<file path="config.mk">
export PLATFORM = sky130hd
export DESIGN_NAME = div_seq_flat
export DESIGN_NICKNAME = d
export VERILOG_FILES = /design/src/rtl/div_seq_if.sv /design/src/rtl/div_seq.sv /design/src/flat_wrapper.sv
export SDC_FILE = /design/constraint.sdc
export NUM_CORES = 1
export LEC_CHECK = 0
export ABC_CLOCK_PERIOD_IN_PS = 4000
export CAP_MARGIN = 25
export CELL_PAD_IN_SITES_DETAIL_PLACEMENT = 1
export CELL_PAD_IN_SITES_GLOBAL_PLACEMENT = 2
export CORE_UTILIZATION = 35
export CTS_CLUSTER_DIAMETER = 50
export CTS_CLUSTER_SIZE = 30
export DETAILED_ROUTE_END_ITERATION = 8
export GPL_TIMING_DRIVEN = 0
export PLACE_DENSITY = 0.92
export SETUP_SLACK_MARGIN = 0.5
export SYNTH_ARGS = -nofsm -noshare
export SYNTH_HDL_FRONTEND = slang
export SYNTH_SLANG_ARGS = --single-unit
</file>
<file path="constraint.sdc">
create_clock -name clk -period 4 [get_ports clk]
set_clock_uncertainty 0.2 [all_clocks]
set_input_delay 0.6 -clock clk [delete_from_list [all_inputs] [get_ports clk]]
set_output_delay 0.6 -clock clk [all_outputs]
set_load 0.01 [all_outputs]
</file>
<file path="src/rtl/div_seq_if.sv">
// ----------------------------------------------------------------------------
// div_seq_if
//   Handshake bundle between the EX stage and the DIV/DIVU sequencer.
//   master : EX stage side (drives request/operands, observes result/stall)
//   slave  : divider side
//   Signals:
//     start_i      divide request, held until ready_o is seen
//     signed_i     1 = DIV (two's complement), 0 = DIVU
//     opdata1_i    dividend
//     opdata2_i    divisor
//     annul_i      cancel the current operation
//     result_o     {HI=remainder, LO=quotient}, valid while ready_o=1
//     ready_o      result valid
//     stall_req_o  pipeline hold request
//     div_zero_o   result came from a zero divisor, valid with ready_o
// ----------------------------------------------------------------------------
interface div_seq_if #(
  parameter int WIDTH = 32
);
  logic               start_i;
  logic               signed_i;
  logic [WIDTH-1:0]   opdata1_i;
  logic [WIDTH-1:0]   opdata2_i;
  logic               annul_i;
  logic [2*WIDTH-1:0] result_o;
  logic               ready_o;
  logic               stall_req_o;
  logic               div_zero_o;

  modport master (
    output start_i, signed_i, opdata1_i, opdata2_i, annul_i,
    input  result_o, ready_o, stall_req_o, div_zero_o
  );

  modport slave (
    input  start_i, signed_i, opdata1_i, opdata2_i, annul_i,
    output result_o, ready_o, stall_req_o, div_zero_o
  );
endinterface

</file>
<file path="src/rtl/div_seq.sv">
// ----------------------------------------------------------------------------
// div_seq
//   Multi-cycle DIV/DIVU sequencer: radix-2 restoring divider producing one
//   quotient bit per clock. Owns the {HI,LO} result handed to the HI/LO write
//   path and holds the pipeline through stall_req_o until the result is ready.
//   Ports:
//     clk   rising-edge clock
//     rst   asynchronous, active-low reset
//     bus   div_seq_if.slave (request, operands, annul, result, ready, stall,
//           divide-by-zero flag)
//
//   state  | meaning
//   FREE   | idle, waiting for an un-annulled start
//   BYZERO | divisor was zero; result forced to 0 on the next edge
//   ON     | iterating, one quotient bit per edge; final edge applies sign fix
//   END    | result valid, held until start_i is sampled low
// ----------------------------------------------------------------------------
module div_seq #(
  parameter int WIDTH = 32,
  parameter int CNT_W = 6
) (
  input  logic        clk,
  input  logic        rst,
  div_seq_if.slave    bus
);

  typedef enum logic [1:0] {
    FREE   = 2'b00,
    BYZERO = 2'b01,
    ON     = 2'b10,
    END    = 2'b11
  } state_t;

  state_t             r_state;
  state_t             w_next_state;

  logic [CNT_W-1:0]   r_cnt;
  logic [WIDTH-1:0]   r_dividend;
  logic [WIDTH-1:0]   r_divisor;
  logic [WIDTH-1:0]   r_rem;
  logic [WIDTH-1:0]   r_quo;
  logic               r_neg_q;
  logic               r_neg_r;
  logic [2*WIDTH-1:0] r_result;
  logic               r_div_zero;

  logic               w_accept;
  logic               w_last_step;
  logic               w_neg_op1;
  logic               w_neg_op2;
  logic [WIDTH-1:0]   w_abs_op1;
  logic [WIDTH-1:0]   w_abs_op2;
  logic [WIDTH:0]     w_shifted;
  logic [WIDTH:0]     w_trial;
  logic [WIDTH-1:0]   w_quo_fix;
  logic [WIDTH-1:0]   w_rem_fix;

  assign w_accept    = (r_state == FREE) && bus.start_i && !bus.annul_i;
  assign w_last_step = (r_cnt == CNT_W'(WIDTH));

  // Magnitudes are captured once; the most negative value maps onto itself,
  // which is the correct unsigned magnitude for the iteration.
  assign w_neg_op1 = bus.signed_i && bus.opdata1_i[WIDTH-1];
  assign w_neg_op2 = bus.signed_i && bus.opdata2_i[WIDTH-1];
  assign w_abs_op1 = w_neg_op1 ? (~bus.opdata1_i + 1'b1) : bus.opdata1_i;
  assign w_abs_op2 = w_neg_op2 ? (~bus.opdata2_i + 1'b1) : bus.opdata2_i;

  // One restoring step: shift the next dividend bit into the partial
  // remainder and try subtracting the divisor with one extra bit of headroom.
  assign w_shifted = {r_rem, r_dividend[WIDTH-1]};
  assign w_trial   = w_shifted - {1'b0, r_divisor};

  assign w_quo_fix = r_neg_q ? (~r_quo + 1'b1) : r_quo;
  assign w_rem_fix = r_neg_r ? (~r_rem + 1'b1) : r_rem;

  always_ff @(posedge clk or negedge rst) begin
    if (!rst) begin
      r_state <= FREE;
    end else begin
      r_state <= w_next_state;
    end
  end

  always_comb begin
    w_next_state = r_state;
    case (r_state)
      FREE: begin
        if (w_accept) begin
          w_next_state = (bus.opdata2_i == '0) ? BYZERO : ON;
        end
      end
      BYZERO: begin
        w_next_state = bus.annul_i ? FREE : END;
      end
      ON: begin
        if (bus.annul_i) begin
          w_next_state = FREE;
        end else if (w_last_step) begin
          w_next_state = END;
        end
      end
      END: begin
        if (bus.annul_i || !bus.start_i) begin
          w_next_state = FREE;
        end
      end
      default: w_next_state = FREE;
    endcase
  end

  always_ff @(posedge clk or negedge rst) begin
    if (!rst) begin
      r_cnt      <= '0;
      r_dividend <= '0;
      r_divisor  <= '0;
      r_rem      <= '0;
      r_quo      <= '0;
      r_neg_q    <= 1'b0;
      r_neg_r    <= 1'b0;
      r_result   <= '0;
      r_div_zero <= 1'b0;
    end else begin
      case (r_state)
        FREE: begin
          r_result   <= '0;
          r_div_zero <= 1'b0;
          if (w_accept) begin
            r_dividend <= w_abs_op1;
            r_divisor  <= w_abs_op2;
            r_neg_q    <= w_neg_op1 ^ w_neg_op2;
            r_neg_r    <= w_neg_op1;
            r_cnt      <= '0;
            r_rem      <= '0;
            r_quo      <= '0;
          end
        end
        BYZERO: begin
          r_cnt    <= '0;
          r_result <= '0;
          // The flag is only raised when the zero-divisor result is presented.
          r_div_zero <= !bus.annul_i;
        end
        ON: begin
          if (bus.annul_i) begin
            r_cnt    <= '0;
            r_rem    <= '0;
            r_quo    <= '0;
            r_result <= '0;
          end else if (w_last_step) begin
            r_cnt    <= '0;
            r_result <= {w_rem_fix, w_quo_fix};
          end else begin
            r_cnt      <= r_cnt + CNT_W'(1);
            r_dividend <= {r_dividend[WIDTH-2:0], 1'b0};
            if (!w_trial[WIDTH]) begin
              r_rem <= w_trial[WIDTH-1:0];
              r_quo <= {r_quo[WIDTH-2:0], 1'b1};
            end else begin
              r_rem <= w_shifted[WIDTH-1:0];
              r_quo <= {r_quo[WIDTH-2:0], 1'b0};
            end
          end
        end
        END: begin
          if (bus.annul_i || !bus.start_i) begin
            r_cnt      <= '0;
            r_result   <= '0;
            r_div_zero <= 1'b0;
          end
        end
        default: begin
          r_cnt      <= '0;
          r_result   <= '0;
          r_div_zero <= 1'b0;
        end
      endcase
    end
  end

  assign bus.result_o    = r_result;
  assign bus.ready_o     = (r_state == END);
  assign bus.div_zero_o  = r_div_zero;
  assign bus.stall_req_o = bus.start_i && !bus.annul_i && (r_state != END);

endmodule

</file>
<file path="src/flat_wrapper.sv">
// flat-port wrapper written by rule: the top's interface ports become plain ports
module div_seq_flat 
#(
  parameter int WIDTH = 32,
  parameter int CNT_W = 6
)
  (clk, rst, bus_start_i, bus_signed_i, bus_opdata1_i, bus_opdata2_i, bus_annul_i, bus_result_o, bus_ready_o, bus_stall_req_o, bus_div_zero_o);
  div_seq_if #(.WIDTH(WIDTH)) bus_i ();
  input  logic clk;
  input  logic rst;
  input wire logic [$bits(bus_i.start_i)-1:0] bus_start_i;
  input wire logic [$bits(bus_i.signed_i)-1:0] bus_signed_i;
  input wire logic [$bits(bus_i.opdata1_i)-1:0] bus_opdata1_i;
  input wire logic [$bits(bus_i.opdata2_i)-1:0] bus_opdata2_i;
  input wire logic [$bits(bus_i.annul_i)-1:0] bus_annul_i;
  output wire logic [$bits(bus_i.result_o)-1:0] bus_result_o;
  output wire logic [$bits(bus_i.ready_o)-1:0] bus_ready_o;
  output wire logic [$bits(bus_i.stall_req_o)-1:0] bus_stall_req_o;
  output wire logic [$bits(bus_i.div_zero_o)-1:0] bus_div_zero_o;
  assign bus_i.start_i = bus_start_i;
  assign bus_i.signed_i = bus_signed_i;
  assign bus_i.opdata1_i = bus_opdata1_i;
  assign bus_i.opdata2_i = bus_opdata2_i;
  assign bus_i.annul_i = bus_annul_i;
  assign bus_result_o = bus_i.result_o;
  assign bus_ready_o = bus_i.ready_o;
  assign bus_stall_req_o = bus_i.stall_req_o;
  assign bus_div_zero_o = bus_i.div_zero_o;
  div_seq #(.WIDTH(WIDTH), .CNT_W(CNT_W)) u_core (.clk(clk), .rst(rst), .bus(bus_i));
endmodule
</file>
---- Word-level counts from Yosys, hierarchy flattened ----
Cells that the tools add are included.
storage, ports and cells
  bits in registers ....................... 203
  input port bits ......................... 69
cells by class
  multiplexer cells ....................... 35
  reductions and logical operators ........ 21
  equal/unequal tests ..................... 11
  bitwise operators ....................... 5
  $add $sub $neg .......................... 6
operators by type and width
  cell                                           count
  2-to-1 mux 32 bit                              13
  2-to-1 mux 64 bit                              3
  one-hot mux 32 bit (2 select lines)            3
  one-hot mux 64 bit (3 select lines)            1
  adder 32 x 1 -> 32 bit, second input constant  4
  inverter 32 bit                                4
  subtractor 33 x 32 -> 33 bit                   1
  zero test 32 bit                               1
  2-to-1 mux 6 bit                               4
  one-hot mux 6 bit (4 select lines)             1
  2-to-1 mux 2 bit                               6
  one-hot mux 2 bit (4 select lines)             1
  AND reduction 2 bit                            4
  adder 6 x 1 -> 6 bit, second input constant    1
  == test 6 bit, second input constant           1
  logical AND 1 bit                              6
  != test 2 bit, second input constant           3
  AND reduction 3 bit                            2
  == test 2 bit, second input constant           2
  != test 2 x 1 -> 1 bit, second input constant  2
  AND reduction 4 bit                            1
  != test 3 x 2 -> 1 bit, second input constant  1
  != test 3 bit, second input constant           1
  one-hot mux 1 bit (3 select lines)             1
  other kinds (9)                                11

---- Longest topological paths before layout ----
Gate-level depths: netlist of run 1.
  depth in word-level cells ............... 6
  mapped depth ............................ 14

---- Least setup slack after synthesis of run 1 ----
Ideal clock, no wire load.
  path kind ............................... register to register
  start point ............................. register u_core.r_rem[13]
  end point ............................... register u_core.r_rem[15]
  clock period less this slack ............ 3.390 ns
  arrival time ............................ 3.057 ns
  required time ........................... 3.667 ns
  cell stages (with the launch flop) ...... 14
  path slack .............................. 0.610 ns
  cell sequence ........................... dfrtp_1 ha_1 clkbuf_1 a21o_1 a311oi_1 nand2_1 o21ai_0 o21ai_0 a21o_1 a211oi_1 buf_2 buf_4 mux2i_1 o21ai_0
on the way
  word-level cells in the longest chain between the ends .. 5
ends and longest elaborated chain
  element                              RTL line        source
  from (decl)                          div_seq.sv:40   logic [WIDTH-1:0] r_rem;
  from (signal assigned)               div_seq.sv:156  r_rem <= w_trial[WIDTH-1:0];
  from (signal assigned)               div_seq.sv:159  r_rem <= w_shifted[WIDTH-1:0];
  subtractor 33 x 32 -> 33 bit         div_seq.sv:71   assign w_trial = w_shifted - {1'b0, r_divisor};
  2-to-1 mux 32 bit                    div_seq.sv:155  if (!w_trial[WIDTH]) begin
  2-to-1 mux 32 bit                    div_seq.sv:149  end else if (w_last_step) begin
  2-to-1 mux 32 bit                    div_seq.sv:144  if (bus.annul_i) begin
  one-hot mux 32 bit (2 select lines)  div_seq.sv:123  case (r_state)
No other way between the ends. The select of a mux whose other input is x is not followed.
A chain may end at the register's enable or synchronous reset.

---- Worst setup path in the final report of run 1 ----
  start point ............................. register u_core.r_rem[13]
  end point ............................... register u_core.r_rem[6]
Same word-level chain as after synthesis.

==> results_dict.tcl, run 1 <==
set metrics [dict create \
    die_area_sq_um 36200 \
    clockRootBuffer "clkbuf_16" \
    ys_async_sr_fraction_pct 100 \
    fin_hold_ws_ps 276 \
    path_clk_slew_ps 70 \
    powerDensity_nw_per_um2 495 \
    final_area_sq_um 15400 \
    syn_inst 1449 \
    cap_violations 0 \
    grt_max_degree 111 \
    ant_nets 0 \
    firstDrtPassIters 5 \
    relSlewSlack_pct 34.7 \
    final_cells 2091 \
    finalPower_mw 7.62 \
    cp_cell_sequence "ha_1 > buf_4 > a21o_1 > a311oi_2 > nand2_1 > o21ai_4 > o21ai_4 > a21o_1 > a211oi_4 > buf_6 > clkbuf_16 > mux2i_1 > o21ai_0" \
    path_buf_inv 3 \
    setup_ws_ps 529 \
    layout_commonest_cell "nand2_1" \
    finalCritPeriodShare_pct 86.8 \
    dp_slack_ps -344 \
    outcome "complete, no violations" \
    seq_power_share_pct 34.2 \
    switching_share_pct 40.4 \
    grt_first_pass_wirelength_mm 61.2 \
    insertion_delay_ps 510 \
    final_cell_mix "nand2_1, o21ai_0, dfrtp_1" \
    power_frac_clock_pct 27.2 \
    p_comb_share_pct 38.6 \
    vias 11300 \
    globalRouteOverflowTotal 0 \
    synth_seq_cells 203 \
    cp_slowest_cell "dfrtp_2" \
    drv_slew 0 \
    postRouteWirelength_mm 37.9 \
    cp-end-kind "register" \
    ir_drop_mv 0.344 \
    yosysSeqAreaShare_pct 40.9 \
    num-nets-final 1734 \
    vias_per_cell 5.39 \
    min_period_ps 3470 \
    dp_hpwl_mm 28.8 \
    drive_above_1_share_pct 5.56 \
    multi_input_area_sq_um 6970 \
    synth_edf_count 0 \
    path_class "register to register" \
    fp.dieW_um 190 \
    cp.arrival_ps 3650 \
    dp.cells 2040 \
    ys_types 58 \
    clockBufferDepth 3 \
    synthTopCellsByArea "dfrtp_1, o21ai_0, nand2_1" \
    clock_sinks 203 \
    num_rows 68 \
    hold_viol_final 0 \
    synthesis.area_sq_um 12400 \
    slowest_delay_ps 480 \
    ys_warn_count 0 \
    gr-usage-all-layers_pct 20.8 \
    internal_power_mw 4.55 \
    switchingPower_mw 3.08 \
    core_sq_um 34700 \
    drcViolationCount 0 \
    synthFlopType "dfrtp_1" \
    drt_iter0_markers 557 \
    path_max_fanout 8 \
    hold_path_class "register to register" \
    cts_tree "built" \
    die_h_um 190 \
    cts_buffers 21 \
    antenna_found_initial 0 \
    grt_pass1_vias 11600 \
    crit_path_start_kind "register" \
    tightest_slew_ps 977 \
    cp.required_ps 4180 \
    placed_area_sq_um 14400 \
    cts_max_level 1 \
    num_io_pins 136 \
    ff_latch_area_sq_um 5090 \
    fillCellCount 4120 \
    syn_nets 1561 \
    gp_routability_congestion 0.863 \
    yosysTopAreaCell "dfrtp_1" \
    power.leakage_nw 6.80 \
    critical_path.top_delay_family "compound AO/OA/AOI/OAI gates" \
    grt_setup_unrepaired "yes" \
    avgSynthCellArea_sq_um 8.56 \
    antennaDiodeCount 0 \
    area_growth_pct 24.2 \
    numPortBuffers 135 \
    setup_viol 0 \
    start_util_pct 35.7 \
    max_freq_mhz 288 \
    routedWlPerCell_um 18.1 \
    netlist.area_leader.share_pct 40.9 \
]
-- final cells by class --
| cell class | instances | share of cell area [%] |
|---|---|---|
| multi-input combinational | 1113 | 45.2 |
| sequential | 203 | 33.0 |
| timing repair buffer | 150 | 9.90 |
| tap | 455 | 3.69 |
| clock buffer | 26 | 3.66 |
| buffer | 78 | 2.21 |
| inverter | 55 | 1.34 |
| clock inverter | 11 | 1.01 |
-- cell families after synthesis --
kind of cell	synth area share, %
compound gates	22.1
xor+xnor	10.0
fa+ha+maj	4.40
mux	2.43
buf+inv	4.09
simple gates	16.0
flops	40.9
-- final timing paths --
path / slack (ps) / end / cells past startpoint / start
max: 530 / u_core.r_rem[6]$_DFFE_PN0P_ / 13 / u_core.r_rem[13]$_DFFE_PN0P_
min reg2reg: 280 / u_core.bus.result_o[14]$_DFFE_PN0P_ / 2 / u_core.bus.result_o[14]$_DFFE_PN0P_
max reg2reg: 530 / u_core.r_rem[6]$_DFFE_PN0P_ / 13 / u_core.r_rem[13]$_DFFE_PN0P_
max in group asynchronous: 2090 / u_core.r_rem[12]$_DFFE_PN0P_ / 3 / rst
min: 280 / u_core.bus.result_o[14]$_DFFE_PN0P_ / 2 / u_core.bus.result_o[14]$_DFFE_PN0P_
min in group asynchronous: 490 / u_core.bus.result_o[12]$_DFFE_PN0P_ / 2 / rst
-- Yosys cell counts, drive strengths merged, types with 29 or more instances --
cell type and instances:
a21oi 94, a22o 30, clkbuf 65, dfrtp 203
ha 42, inv 55, mux2i 29, nand2 235
nor2 72, o21ai 211, o31ai 36, xnor2 57
xor2 85
-- through the flow --
| step | utilization, % | TNS (ps) |
|---|---|---|
| floorplan | - | 0 |
| global placement | 41.3 | -1300510 |
| detailed placement | 41.4 | -6370 |
| CTS | 43.8 | 0 |
| global route | 44.4 | 0 |
| finish | 44.4 | 0 |
-- worst reg2reg max path, cell delays in order (launching register included) --
cell and delay (ps):
dfrtp_2 480, ha_1 310, buf_4 170, a21o_1 210
a311oi_2 350, nand2_1 150, o21ai_4 180, o21ai_4 90
a21o_1 220, a211oi_4 290, buf_6 200, clkbuf_16 170
mux2i_1 230, o21ai_0 100
-- routing by layer --
metal  up-vias  GRT usage, %  wire, um  part of all wire, %
li1       5470             -         -                    -
met1      5544          28.8     18000                   48
met2       215          34.9     17800                   47
met3        44          2.47      1480                  3.9
met4         0          4.09       645                  1.7
met5         -             0         0                    0
-- sequential cells by signal (all words and copies together), names as in the netlist --
signal                 count
u_core.bus.result_o       64
u_core.r_quo              32
u_core.r_neg_r             1
u_core.r_divisor          32
u_core.bus.div_zero_o      1
u_core.r_state             2
u_core.r_rem              32
u_core.r_dividend         32
u_core.r_cnt               6
u_core.r_neg_q             1
-- power by group through the flow --
stage	clock, mW	combinational [mW]	sequential [mW]
finish	2.08	2.94	2.61
floorplan	0	1.95	2.57
global placement	0	2.77	2.62
global route	2.19	3.30	2.65
CTS	2.12	2.91	2.61
detailed placement	0	2.88	2.64
-- what timing repair did --
item	CTS	global route
hold buffers	1	0
gates resized for setup	20	36
setup buffers	7	3
pin swaps	1	5
gates cloned	0	3
endpoints found under the setup margin	37	42
hold endpoints to repair	93	0
No activity file was read; power rests on OpenSTA's default activity.
==> run 2, diff against run 1 <==
CORE_UTILIZATION = 39   (was 35)
DONT_BUFFER_PORTS = 1   (was default)
PLACE_DENSITY = default   (was 0.92)
PLACE_DENSITY_LB_ADDON = 0.1   (was default)
==> run 2 against run 1 <==
Effect of this change: the flow now finishes with violations (hold timing); cell count shrank 8.6%; sequential share of layout area increased by 2.6 points; fmax grew 0.54%; final area fell by 7.5%.
==> results_dict.tcl, run 2 (synthesized netlist as in run 1, its figures left out) <==
set metrics [dict create \
    path_buf_inv 1 \
    violations "hold timing" \
    num_io_pins 136 \
    placed_area_sq_um 12900 \
    fin_hold_ws_ps -480 \
    start_util_pct 40.1 \
    numPortBuffers 0 \
    drcViolationCount 0 \
    final_cell_mix "nand2_1, o21ai_0, dfrtp_1" \
    path_class "register to register" \
    clockRootBuffer "clkbuf_16" \
    largest_register_ffs 64 \
    setup_ws_ps 548 \
    layout_commonest_cell "nand2_1" \
    postCtsHoldBufs 2 \
    drv_slew 0 \
    outcome "finished with violations" \
    slowest_delay_ps 440 \
    cap_violations 0 \
    final_area_sq_um 14300 \
    powerDensity_nw_per_um2 573 \
    dp_slack_ps -363 \
    path_clk_slew_ps 60 \
    dp_hpwl_mm 27.3 \
    path_max_fanout 5 \
    grt_max_degree 204 \
    grt_pass1_vias 10900 \
    globalRouteOverflowTotal 0 \
    antennaDiodeCount 0 \
    grt_setup_unrepaired "yes" \
    min_period_ps 3450 \
    fillCellCount 3638 \
    clockBufferDepth 3 \
    setup_tns_ps 0 \
    fp.dieW_um 180 \
    gp_routability_congestion 0.803 \
    postRouteWirelength_mm 36.4 \
    drive_above_1_share_pct 6.67 \
    cp.arrival_ps 3700 \
    drt_iter0_markers 443 \
    antenna_found_initial 0 \
    grt_first_pass_wirelength_mm 59.9 \
    max_freq_mhz 290 \
    insertion_delay_ps 580 \
    area_growth_pct 15.0 \
    core_sq_um 30900 \
    ir_drop_mv 0.355 \
    crit_path_start_kind "register" \
    routedWlPerCell_um 19.1 \
    num_rows 64 \
    vias 10600 \
    power.leakage_nw 6.47 \
    cp.required_ps 4240 \
    cp_cell_sequence "buf_4 > or3_4 > or2_4 > or4_4 > or2_4 > or3_4 > or4_4 > o31ai_4 > xor2_1 > o21ai_1" \
    num-nets-final 1604 \
    relSlewSlack_pct 43.9 \
    cts_max_level 1 \
    die_area_sq_um 32500 \
    ant_nets 0 \
    cts_buffers 30 \
    clock_sinks 203 \
    utilization_pct 46.2 \
    firstDrtPassIters 5 \
    cts_tree "built" \
    setup_viol 0 \
    gr-usage-all-layers_pct 22.6 \
    die_h_um 180 \
    finalCritPeriodShare_pct 86.3 \
    hold_viol_final 203 \
    hold_path_class "input port to async pin" \
    cp-end-kind "register" \
    tightest_slew_ps 838 \
    cp_slowest_cell "or4_4" \
    critical_path.top_delay_family "simple AND/OR/NAND/NOR gates" \
    vias_per_cell 5.53 \
]
## run 2: changes by cell type in the layout (fill, tap and decap cells not counted), moves of 3 or more
cell	delta
buf_4	-5
clkbuf_1	-3
clkbuf_16	+8
clkdlybuf4s50_1	-134
clkinv_2	+4
## run 2: path summary, 6_finish.rpt
kind                                                 startpoint                                   to  slack [ps]  cells after the start
worst max register to register     u_core.r_rem[13]$_DFFE_PN0P_  u_core.bus.result_o[61]$_DFFE_PN0P_         550                     10
max in group asynchronous                                   rst     u_core.r_divisor[22]$_DFFE_PN0P_        3800                      0
worst max-delay path               u_core.r_rem[13]$_DFFE_PN0P_  u_core.bus.result_o[61]$_DFFE_PN0P_         550                     10
min in group clk                               bus_opdata1_i[0]     u_core.r_dividend[0]$_DFFE_PN0P_          40                      2
worst min register to register  u_core.r_divisor[7]$_DFFE_PN0P_      u_core.r_divisor[7]$_DFFE_PN0P_         280                      2
worst min-delay path                                        rst  u_core.bus.result_o[14]$_DFFE_PN0P_        -480                      0
## run 2: power by group
group	leakage (nW)	switching (mW)	internal, mW
clock	0.533	1.05	1.76
combinational	3.20	1.88	0.875
sequential	2.73	0.218	2.39
## run 2: per-layer routing
layer / vias to the layer above / routed length (um) / GRT usage [%]
li1: 5205 / - / -
met1: 5137 / 18500 / 33.4
met2: 187 / 15900 / 35.1
met3: 36 / 1440 / 3.52
met4: 0 / 548 / 3.86
met5: - / 0 / 0
## run 2: cell type report
cell class	count	area [sq um]	share of cell area (%)
buffer	78	343	2.40
clock buffer	34	786	5.51
clock inverter	21	304	2.13
inverter	55	206	1.45
multi-input combinational	1113	6950	48.7
sequential	203	5080	35.6
tap	396	495	3.47
timing repair buffer	11	103	0.719
## run 2: through the flow
| step | hold WS, ps | instances | power (mW) |
|---|---|---|---|
| 5_1_grt | -512 | 1911 | 8.76 |
| 4_1_cts | -507 | 1905 | 8.23 |
| 3_5_place_dp | 110 | 1846 | 5.36 |
| 3_3_place_gp | 111 | 1845 | 5.31 |
| 6_report | -480 | 1911 | 8.18 |
| 2_1_floorplan | 104 | 1449 | 4.51 |
## run 2: timing repair
action,in CTS,in global routing
gates cloned,0,1
endpoints found under the setup margin,33,39
gates resized for setup,13,41
setup buffers,2,5
pin swaps,1,9
endpoints found under the hold margin,205,203
